File: config.mk
export PLATFORM = sky130hd
export DESIGN_NAME = div_arbiter
export DESIGN_NICKNAME = d
export VERILOG_FILES = /design/src/rtl/div_arbiter.sv
export SDC_FILE = /design/constraint.sdc
export NUM_CORES = 1
export LEC_CHECK = 0
export CAP_MARGIN = 15
export CORE_AREA = 2 2 64 66
export CTS_BUF_LIST = sky130_fd_sc_hd__clkbuf_2 sky130_fd_sc_hd__clkbuf_4 sky130_fd_sc_hd__clkbuf_8
export CTS_CLUSTER_DIAMETER = 60
export CTS_CLUSTER_SIZE = 8
export DETAILED_ROUTE_END_ITERATION = 16
export DIE_AREA = 0 0 66 68
export GPL_ROUTABILITY_DRIVEN = 0
export HOLD_SLACK_MARGIN = 0.06
export PLACE_DENSITY = 0.69
export SLEW_MARGIN = 20
export SYNTH_ARGS = -nofsm -noshare
export SYNTH_HDL_FRONTEND = slang
export SYNTH_SLANG_ARGS = --single-unit
File: constraint.sdc
create_clock -name clk -period 8.7 [get_ports clk]
set_input_delay 2.61 -clock clk [delete_from_list [all_inputs] [get_ports clk]]
set_output_delay 2.61 -clock clk [all_outputs]
set_load 0.01 [all_outputs]
File: src/rtl/div_arbiter.sv
// rtl/div_arbiter.sv - two-requester round-robin front end sharing one 4-bit divider
// Optional DIV_ZERO_FLAG_EN: divisor 0 forces Q=F, R=dividend and raises rsp_div_by_zero.

module divider_4bit (
    input  logic [3:0] dividend,
    input  logic [3:0] divisor,
    output logic [3:0] quotient,
    output logic [3:0] remainder
);
    logic [4:0] rem_v;
    logic [3:0] quo_v;

    // Restoring division; a zero divisor naturally yields Q=F and R=dividend.
    always_comb begin
        rem_v = 5'd0;
        quo_v = 4'd0;
        for (int i = 3; i >= 0; i--) begin
            rem_v = {rem_v[3:0], dividend[i]};
            if (rem_v >= {1'b0, divisor}) begin
                rem_v    = rem_v - {1'b0, divisor};
                quo_v[i] = 1'b1;
            end
        end
        quotient  = quo_v;
        remainder = rem_v[3:0];
    end
endmodule

module div_arbiter (
    input  logic       clk,
    input  logic       rst_n,
    input  logic       req0_valid,
    output logic       req0_ready,
    input  logic [3:0] req0_dividend,
    input  logic [3:0] req0_divisor,
    input  logic       req1_valid,
    output logic       req1_ready,
    input  logic [3:0] req1_dividend,
    input  logic [3:0] req1_divisor,
    output logic       rsp_valid,
    input  logic       rsp_ready,
    output logic       rsp_id,
    output logic [3:0] rsp_quotient,
    output logic [3:0] rsp_remainder,
    output logic       rsp_div_by_zero
);
    typedef enum logic [1:0] {IDLE, CALC, RESP} state_t;

    state_t     state_q, state_d;
    logic       last_q, last_d;
    logic       id_q, id_d;
    logic [3:0] a_q, a_d, b_q, b_d;
    logic [3:0] quo_q, quo_d, rem_q, rem_d;
    logic       dz_q, dz_d;
    logic [3:0] div_quo, div_rem, res_quo, res_rem;
    logic       res_dz, grant0, grant1;

    divider_4bit u_div (
        .dividend  (a_q),
        .divisor   (b_q),
        .quotient  (div_quo),
        .remainder (div_rem)
    );

`ifdef DIV_ZERO_FLAG_EN
    assign res_dz  = (b_q == 4'd0);
    assign res_quo = res_dz ? 4'hF : div_quo;
    assign res_rem = res_dz ? a_q  : div_rem;
`else
    assign res_dz  = 1'b0;
    assign res_quo = div_quo;
    assign res_rem = div_rem;
`endif

    always_comb begin
        state_d    = state_q;
        last_d     = last_q;
        id_d       = id_q;
        a_d        = a_q;
        b_d        = b_q;
        quo_d      = quo_q;
        rem_d      = rem_q;
        dz_d       = dz_q;
        req0_ready = 1'b0;
        req1_ready = 1'b0;
        // Under contention the requester not served last wins.
        grant0 = req0_valid && (!req1_valid || last_q);
        grant1 = req1_valid && (!req0_valid || !last_q);
        case (state_q)
            IDLE: begin
                req0_ready = grant0;
                req1_ready = grant1;
                if (grant0) begin
                    a_d     = req0_dividend;
                    b_d     = req0_divisor;
                    id_d    = 1'b0;
                    last_d  = 1'b0;
                    state_d = CALC;
                end else if (grant1) begin
                    a_d     = req1_dividend;
                    b_d     = req1_divisor;
                    id_d    = 1'b1;
                    last_d  = 1'b1;
                    state_d = CALC;
                end
            end
            CALC: begin
                quo_d   = res_quo;
                rem_d   = res_rem;
                dz_d    = res_dz;
                state_d = RESP;
            end
            RESP: begin
                if (rsp_ready) begin
                    state_d = IDLE;
                end
            end
            default: state_d = IDLE;
        endcase
    end

    always_ff @(posedge clk or negedge rst_n) begin
        if (!rst_n) begin
            state_q <= IDLE;
            last_q  <= 1'b1;
            id_q    <= 1'b0;
            a_q     <= 4'd0;
            b_q     <= 4'd0;
            quo_q   <= 4'd0;
            rem_q   <= 4'd0;
            dz_q    <= 1'b0;
        end else begin
            state_q <= state_d;
            last_q  <= last_d;
            id_q    <= id_d;
            a_q     <= a_d;
            b_q     <= b_d;
            quo_q   <= quo_d;
            rem_q   <= rem_d;
            dz_q    <= dz_d;
        end
    end

    assign rsp_valid       = (state_q == RESP);
    assign rsp_id          = id_q;
    assign rsp_quotient    = quo_q;
    assign rsp_remainder   = rem_q;
    assign rsp_div_by_zero = dz_q;
endmodule
# After elaboration in Yosys (flattened, before gate mapping)
# Index checks and enable logic that the tools add are counted.
[word_totals] register_bits=20 input_bits=21 out_inout_bits=13 wordCells=50
[classes] add_sub_neg=4 order_cmp=4 eq_ne=4 mux=20 reduce_logical=11
[op_table] cell="two-way mux 4 bit" n=8
[op_table] cell="greater-or-equal comparator 5 x 4 -> 1 bit" n=3
[op_table] cell="subtractor 4 bit" n=3
[op_table] cell="two-way mux 1 bit" n=8
[op_table] cell="two-way mux 2 bit" n=3
[op_table] cell="case mux 2 bit (3 select lines)" n=1
[op_table] cell="greater-or-equal comparator 1 x 4 -> 1 bit" n=1
[op_table] cell="AND reduction 2 bit" n=2
[op_table] cell="subtractor 1 x 4 -> 4 bit" n=1
[op_table] cell="logical NOT 1 bit" n=3
[op_table] cell="!= test 3 bit (second input constant)" n=1
[op_table] cell="equality test 2 x 1 -> 1 bit (second input constant)" n=1
[op_table] cell="equality test 2 bit (second input constant)" n=1
[op_table] cell="logical AND 1 bit" n=2
[op_table] cell="logical NOT 2 bit" n=1
[op_table] cell="logical OR 1 bit" n=2
[op_table] cell="!= test 2 x 1 -> 1 bit (second input constant)" n=1
[op_table] cell="nonzero test 2 bit" n=1

# Depth between registers and ports, before layout
# Gate-level depths: netlist of the first run.
[depth] ltp_word=8 depth_mapped=26

# Cells and area by module
# Synthesis of the first run repeated with hierarchy kept, for this count alone.
[hier_totals] cells_unflattened=178 hier_area_um2=1737.9
[by_module_without_submodules] module="div_arbiter" instances=1 cells_per_inst=85 area_each_um2=957.2
[by_module_without_submodules] module="divider_4bit" instances=1 cells_per_inst=93 area_each_um2=780.7

# Worst setup path after synthesis of the first run
# OpenSTA, ideal clock, no wires.
[synth_path] path_kind="input -> output" from="in req1_valid" to="out req0_ready" t_arrival_ps=3313 slack_ps=2777 stages=4 path_cell_list="inv_1 -> o21ai_0 -> buf_1 -> nor3_1"
[synth_via] elab_chain_cells=4
[synth_rtl] item="start: declaration" line_no="36" source="input logic req1_valid,"
[synth_rtl] item="logical NOT 1 bit" line_no="87" source="grant0 = req0_valid && (!req1_valid || last_q);"
[synth_rtl] item="logical OR 1 bit" line_no="87"
[synth_rtl] item="logical AND 1 bit" line_no="87"
[synth_rtl] item="two-way mux 1 bit" line_no="89" source="case (state_q)"
[synth_rtl] item="end: declaration" line_no="33" source="output logic req0_ready,"
# Every way passes these cells.

# Worst setup path after layout of the first run
[layout_path] from="in req0_valid" to="out req0_ready"
[layout_via] elab_chain_cells=2
[layout_rtl] item="start: declaration" line_no="32" source="input logic req0_valid,"
[layout_rtl] item="logical AND 1 bit" line_no="87"
[layout_rtl] item="two-way mux 1 bit" line_no="89"
# Every way passes these cells.

==> metrics, run 1 <==
highest metal used=met4; CTS Buf Count=3; dpl hpwl=about 2900 um; fmax=0.150 GHz; synthesized flop and latch total=20; Seq. cell area=between 500 and 600 sq um; Remaining DRCs=0; row cnt=23; final std cells w/o fill=approximately 270; Metal-1 WL=approximately 1600 um; number of port buffers=32; initial antenna violation count=0; Final Hold Fails=0; via count=about 1500; EDFF count, synth=0; Relative slew margins=0.406; CTS Buffer Depth=2; final slew viol count=0; largest net degree at the start of global routing=21; final setup vio count=0; Worst-Margin Slew=between 0.8 and 0.9 ns; Critical Path Fanout Max=9; die area=approximately 4500 sq um; crit path launch type=primary input; clock sink total=20; drt first pass iters=4; DRT Wirelength=around 3600 um; area delta synth->final=25.1%; Netlist Area Pre-Place=about 1700 sq um; setup TNS=0 ns; vias in the first global route=1424; Worst-Skew Late Latency=around 0.26 ns; die width=66 um; hold_ws=~0.5 ns; Antenna Cells=0; Util after Layout=0.542; async set-reset flop share out of synthesis=1.00; Core ar.=just under 4000 sq um; syn_nets=around 230; FF-to-FF setup slack=2.22 ns; Ports=34; layout cells sized above 1=0.0811; WS Path Type=in -> out; H-tree levels=1; Unique masters post-synth=slightly below 50; CP endpoint kind=output port; CTS tree=built; syn_area_per_cell=roughly 8.7 sq um; Synth Instances=between 150 and 200; Ys Warns=0; cts repair resizes=0; Data required, critical path=about 6.1 ns; crit path DAT=~4.1 ns; Fill cells=379; RSZ-0062 raised after global routing=no; post-CTS setup buffer count=0; Die Ht=~70 um; Hold Path Depth=2; Hold Crit Class=reg -> reg; Reg2Reg Depth=25; clk root buf=clkbuf_8; Starting Density=0.433; outcome=completed; # nets final=260; most common cell after layout, fill and taps aside=clkdlybuf4s50_1; # hold bufs at CTS=0; first-pass GRT wire length=about 6100 um; area of the multi-input gates=around 1100 sq um; final worst-path cycle share=0.768; Met2 Wirelength=between 1500 and 2000 um; post-layout min period=around 6.7 ns; Antenna Nets Post-Route=0; post-placement cell count=roughly 270; Total GRT Usage=0.175; Post-synth top flop=dfrtp_1; most frequent cells in the layout=clkdlybuf4s50_1 (32), nor2_1 (23), dfrtp_1 (19); 1st-iter DRT viols=78; metal3 WL=roughly 140 um; max cap viols=0; Clock Pin Slew Worst Setup and Hold Paths=approximately 0.070 ns; clock skew=between 0.001 and 0.0015 ns; WL per Instance=13.1 um; DR vias/cell=~5.4; grt total ovfl=0; sequential area share after synthesis=0.300
==> critical path: stages <==
cell             delay (ns)
clkdlybuf4s50_1        0.50
o21ai_0                0.09
buf_4                  0.19
nor3_1                 0.13
clkdlybuf4s50_1        0.56
==> final timing paths <==
check / to / start
setup reg to reg: rsp_remainder[2] / b_q[0]
hold / removal: rsp_remainder[3] / rsp_remainder[3]
setup / recovery: req0_ready / req0_valid
hold reg to reg: rsp_remainder[3] / rsp_remainder[3]
max in group asynchronous: a_q[1] / rst_n
min in group asynchronous: rsp_quotient[1] / rst_n
==> sequential cells by signal, summed over array words and instances (netlist names) <==
signal,cells
a_q,4
b_q,4
last_q,1
rsp_id,1
rsp_quotient,4
rsp_remainder,4
state_q,2
==> per-stage QoR <==
step                worst slack (ns)  instance area [sq um]
floorplan                       2.78                   1670
CTS                             2.02                   2090
finish                          2.02                   2090
global placement                2.02                   2030
detailed placement              2.02                   2030
global route                    1.76                   2090
==> cell usage after synthesis, drive strengths merged (2+ instances only) <==
library cell,number,share of area
nor2,23,0.052
dfrtp,19,0.28
a21oi,18,0.054
inv,18,0.040
o21ai,15,0.052
ha,13,0.097
mux2i,9,0.054
nand2,7,0.016
nor3,6,0.018
nand2b,5,0.019
nor2b,5,0.020
buf,4,0.011
nand3,4,0.012
xnor2,4,0.021
a211oi,3,0.019
a31oi,3,0.011
fa,3,0.036
o211ai,3,0.016
a311oi,2,0.014
clkbuf,2,0.0045
nand3b,2,0.0090
o211a,2,0.016
o21a,2,0.0090
o21bai,2,0.0090
or2,2,0.0075
==> per-layer routing <==
layer | vias to the layer above | track usage
met1 | 680 | 0.220
met5 | - | 0
li1 | 746 | -
met3 | 3 | 0.0345
met2 | 42 | 0.314
met4 | 0 | 0.0357
==> area by class of cell <==
cell class	count	share of cell area
timing repair buffer	33	0.157
tap	50	0.0299
inverter	18	0.0323
multi-input combinational	147	0.514
sequential	20	0.240
clock buffer	4	0.0263
==> logic make-up (layout without fill, tap and decap cells) <==
| logic type | after synthesis | in the layout | synth area share |
|---|---|---|---|
| other | 1 | 1 | 0.00225 |
| muxes | 9 | 9 | 0.0539 |
| adders and majority gates | 16 | 16 | 0.133 |
| xor gates and xnor gates | 5 | 5 | 0.0262 |
| buffers and inverters | 24 | 55 | 0.0562 |
| DFF | 20 | 20 | 0.300 |
| and+or+nand+nor | 56 | 56 | 0.163 |
| AOI/OAI and AO/OA | 60 | 60 | 0.264 |
Power of run 1 is left out: the tool's default activity adds up to more than one toggle a clock period on the data nets, which glitch-free logic cannot reach.
==> run 2: changes to the inputs <==
--- a/config.mk
+++ b/config.mk
@@ -14,7 +14,7 @@
 export DIE_AREA = 0 0 66 68
 export GPL_ROUTABILITY_DRIVEN = 0
 export HOLD_SLACK_MARGIN = 0.06
-export PLACE_DENSITY = 0.69
+export PLACE_DENSITY = 0.72
 export SLEW_MARGIN = 20
 export SYNTH_ARGS = -nofsm -noshare
 export SYNTH_HDL_FRONTEND = slang
==> constraint.sdc (replaced) <==
create_clock -name clk -period 5.42 [get_ports clk]
set_input_delay 1.626 -clock clk [delete_from_list [all_inputs] [get_ports clk]]
set_output_delay 1.626 -clock clk [all_outputs]
set_load 0.01 [all_outputs]
==> run 2 against run 1 <==
  * Count of clock-buffer cells in the layout is the same
  * Flip-flop and latch count did not move
  * Register-to-register slack worse by 2.1 ns
  * Sequential share of layout area is 3.3 points lower
  * Hold slack lost 0.0012 ns
  * Largest cell class unchanged
  * Critical path depth grew 19
==> metrics, run 2 (same netlist as run 1, synthesis figures left out) <==
CP dominant cell by count=buf_4; Top Family by Delay on Critical Path=compound AO/OA/AOI/OAI gates; Fill cells=between 300 and 400; clock sink total=20; Ports=34; clock skew=roughly 0.0013 ns; CTS Buffer Depth=2; initial antenna violation count=0; crit path DAT=~5.5 ns; grt total ovfl=0; fmax=about 0.19 GHz; CP Cell Sequence=inv_2 > ha_2 > nor2b_4 > o21ai_4 > mux2i_2 > buf_4 > buf_4 > buf_4 > fa_1 > a21oi_1 > nor2_2 > ha_1 > o21ai_0 > a21oi_1 > a311o_1 > or4_4 > nor2b_4 > ha_4 > o21ai_2 > nand3b_1 > a21oi_2 > o31ai_4 > or2_1 > a311oi_2; DR vias/cell=between 5 and 6; CP bufs+invs=4; # nets final=285; origin of the worst setup path=a_q[3]; outcome=completed; CP endpoint kind=register; reg2reg start=a_q[3]; Data required, critical path=5.58 ns; Die Ht=about 68 um; largest net degree at the start of global routing=21; Slowest-stage cell, CP=or4_4; H-tree levels=1; row cnt=23; Hold Path Depth=2; vias in the first global route=1469; Seq. cell area=502 sq um; final setup vio count=0; Remaining DRCs=0; DRT Wirelength=4260 um; drt first pass iters=4; critical path depth=24; CTS Buf Count=3; final setup margin=~0.11 ns; dpl hpwl=just over 3000 um; capture point of the worst path=rsp_remainder[2]; Final Hold Fails=0; max cap viols=0; Worst-Skew Late Latency=between 0.2 and 0.3 ns; FF-to-FF setup slack=0.11 ns; Reg2Reg Depth=24; clk root buf=clkbuf_8; most common cell after layout, fill and taps aside=clkdlybuf4s50_1; Hold Crit Class=reg -> reg; RR Endpoint=rsp_remainder[2]; Worst-Margin Slew=a little over 0.9 ns; layout cells sized above 1=0.267; Clock Pin Slew Worst Setup and Hold Paths=0.07 ns; area delta synth->final=44.7%; Starting Density=0.433; final worst-path cycle share=0.980; most frequent cells in the layout=clkdlybuf4s50_1 (32), buf_4 (26), nor2_1 (21); number of port buffers=32; die area=between 4000 and 5000 sq um; area of the multi-input gates=approximately 1200 sq um; setup TNS=0 ns; # hold bufs at CTS=0; Relative slew margins=0.395; WS Path Type=reg -> reg; post-layout min period=between 5 and 6 ns; Critical Path Fanout Max=3; die width=between 60 and 70 um; CTS tree=built; Total GRT Usage=0.186; WL per Instance=approximately 14 um; Antenna Nets Post-Route=0; 1st-iter DRT viols=approximately 100; Antenna Cells=0; crit path launch type=register; CP max stage delay=0.54 ns; via count=between 1500 and 2000; worst slack, placed=-0.195 ns; Core ar.=between 3000 and 4000 sq um; first-pass GRT wire length=around 6600 um; final slew viol count=0
## run 2: timing repair
action                                  in CTS  in global routing
gates resized for setup                      5                 18
endpoints found under the setup margin       4                  5
setup buffers                                6                  5
pin swaps                                    7                 15
gates cloned                                 0                  0
## run 2: area by class of cell
class                           count  share of cell area
Multi-Input combinational cell    147               0.503
Timing Repair Buffer               58               0.213
Sequential cell                    20               0.208
Inverter                           18              0.0280
Tap cell                           50              0.0259
Clock buffer                        4              0.0228
## run 2: layer usage
metal,share of wire,global-route usage,vias up
met5,0,0,-
met4,0.0071,0.0357,0
met3,0.045,0.0395,4
met2,0.52,0.333,48
met1,0.43,0.234,759
li1,-,-,798
## run 2: worst min path at each step
| stage | from | end | slack, ns |
|---|---|---|---|
| floorplan | last_q | last_q | 0.47 |
| global placement | rsp_remainder[3] | rsp_remainder[3] | 0.47 |
| detailed placement | rsp_quotient[0] | rsp_quotient[0] | 0.48 |
| CTS | rsp_quotient[0] | rsp_quotient[0] | 0.49 |
| global route | last_q | last_q | 0.52 |
| finish | rsp_quotient[0] | rsp_quotient[0] | 0.49 |
## run 2: worst reg2reg max path, cell delays in order, from the launching register on
cell and delay [ns]:
dfrtp_1 0.39, inv_2 0.07, ha_2 0.28, nor2b_4 0.15, o21ai_4 0.18, mux2i_2 0.25
buf_4 0.14, buf_4 0.09, buf_4 0.11, fa_1 0.42, a21oi_1 0.24, nor2_2 0.09
ha_1 0.29, o21ai_0 0.15, a21oi_1 0.08, a311o_1 0.36, or4_4 0.54, nor2b_4 0.15
ha_4 0.24, o21ai_2 0.08, nand3b_1 0.12, a21oi_2 0.20, o31ai_4 0.09, or2_1 0.25
a311oi_2 0.25
## run 2: per-stage QoR
step                      instance area (sq um)  hold slack [ns]  utilization  cells
after floorplan                            1680            0.468            -    191
after global placement                     2150            0.469        0.558    282
after detailed placement                   2150            0.476        0.558    282
after CTS                                  2270            0.493        0.589    292
after global routing                       2420            0.517        0.627    297
final                                      2420            0.485        0.627    297
Power of run 2 is left out for the same reason.
==> RTL change: new RTL, config.mk and constraints of run 1 <==
Add a define of `DIV_ZERO_FLAG_EN`.
--- a/src/rtl/div_arbiter.sv
+++ b/src/rtl/div_arbiter.sv
@@ -1,5 +1,7 @@
 // rtl/div_arbiter.sv - two-requester round-robin front end sharing one 4-bit divider
 // Optional DIV_ZERO_FLAG_EN: divisor 0 forces Q=F, R=dividend and raises rsp_div_by_zero.
+
+`define DIV_ZERO_FLAG_EN
 
 module divider_4bit (
     input  logic [3:0] dividend,
Check against the original RTL: not equivalent (a bounded check fails within 4 cycles, from zero or initial values and one cycle with rst_n low).
==> RTL change against run 1 <==
- worst setup slack better by 0.20 ns
- register-to-register slack better by 0.44 ns
- routed wire length is 0.70% higher
- largest cell class unchanged
- synthesized area is 1.9% higher
- critical path depth is 1 lower
- first-iteration DRC count is 36% lower
- cell area is 1.3% higher
- count of clock-buffer cells in the layout stayed put
- critical endpoint unchanged
- sequential cell count is 1 higher
Power is not shown: default switching activity piles up to over one toggle a cycle in this logic, so the estimate is an artifact.
==> RTL change: results (changes against run 1) <==
- Mapped Cells: 182 (-4.7%)
- Critical Path AT: 3.87 ns (-0.20 ns)
- Status: finished, final reports clean
- Register area share after synthesis: 31.0% (+0.92 points)
- Ranking of synthesized cells by area: dfrtp_1 29%, ha_1 10%, mux2i_1 8.2%, o21ai_0 4.4%, a21oi_1 4.1%
- Worst reg2reg setup slack: 2.66 ns (+0.44 ns)
- Synthesis-to-layout area growth: 24.3%
- Reg2reg start: b_q[1]
- Post-layout nets: 253 (-2.7%)
- First-pass GRT wire length: 6120 um (-0.44%)
- HP Start: last_q
- Non-clock buffer share: 15.7% (+0.042 points)
- Place WS: 2.21 ns (+0.193 ns)
- Area after DPL: 2070 um2 (+1.8%)
- RR Endpoint: rsp_remainder[0]
- ClkCell Share: 2.31% (-0.33 points)
- Proportion of layout cells with a drive suffix above 1: 8.41% (+0.30 points)
- Final HPWL DP: 2820 um (-1.2%)
- Non-filler instance count after layout: 264 (-2.9%)
- Slew HR: 48.7% (+8.1 points)
- Final WS setup: 2.22 ns (+0.196 ns)
- Final WL: 3580 um (+0.70%)
- Hold endpoint: last_q
- Sequential cell count: 21 (+5.0%)
- N_diodes: 0 (unchanged)
- Layout Skew: 0.00100 ns (-0.000318 ns)
- Post-synth top cells: 20 x dfrtp_1, 17 x inv_1, 15 x o21ai_0
- Vias per cell: 5.26 (-2.8%)
- Syn nets: 220 (-3.5%)
- Total Routing Usage GR: 17.8% (+0.23 points)
- Largest net degree at the start of global routing: 22 (+4.8%)
- Asr flop ratio synth: 100% (unchanged)
- Inverters: 17 (-1)
- Initial DRC count: 50 (-36%)
- Fillers: 360 (-5.0%)
- Number of non-clock buffers: 34 (+3.0%)
- Reg2reg path depth: 21 (-16%)
- Comb_multi_in: 138 (-6.1%)
- WHS: 0.487 ns (+0.000699 ns)
- FF/Latch Area: 527 um2 (+5.0%)
- Critical-path maximum fanout: 3 (-6)
- Port bufs: 33 (+3.1%)
- Cell variety after synth: 41 (-16%)
- Area occupied by multi-input gates: 1080 um2 (+0.58%)
-- RTL change: metal layers --
layer / up-vias / part of all wire [%] / global-route usage (%) / wire, um
met2: 25 / 48 / 30.9 / 1700
met4: 0 / 0.64 / 4.59 / 23
met5: - / 0 / 0 / 0
met1: 647 / 49 / 22.8 / 1740
met3: 2 / 3.0 / 3.29 / 109
li1: 714 / - / - / -
-- RTL change: worst max-delay path: cells and delay by family --
family,cells,cell delay (ns)
and+or+nand+nor,1,0.13
AOI/OAI and AO/OA,1,0.09
buffers and inverters,2,1.04
-- RTL change: logic make-up (layout without fill, tap and decap cells) --
group,after synthesis,count (layout),synth area share [%]
xor gates and xnor gates,5,5,2.57
muxes,17,17,10.9
and+or+nand+nor,42,42,13.5
adders and majority gates,17,17,13.8
DFF,21,21,31.0
buffers and inverters,23,55,5.51
AOI/OAI and AO/OA,57,57,22.8
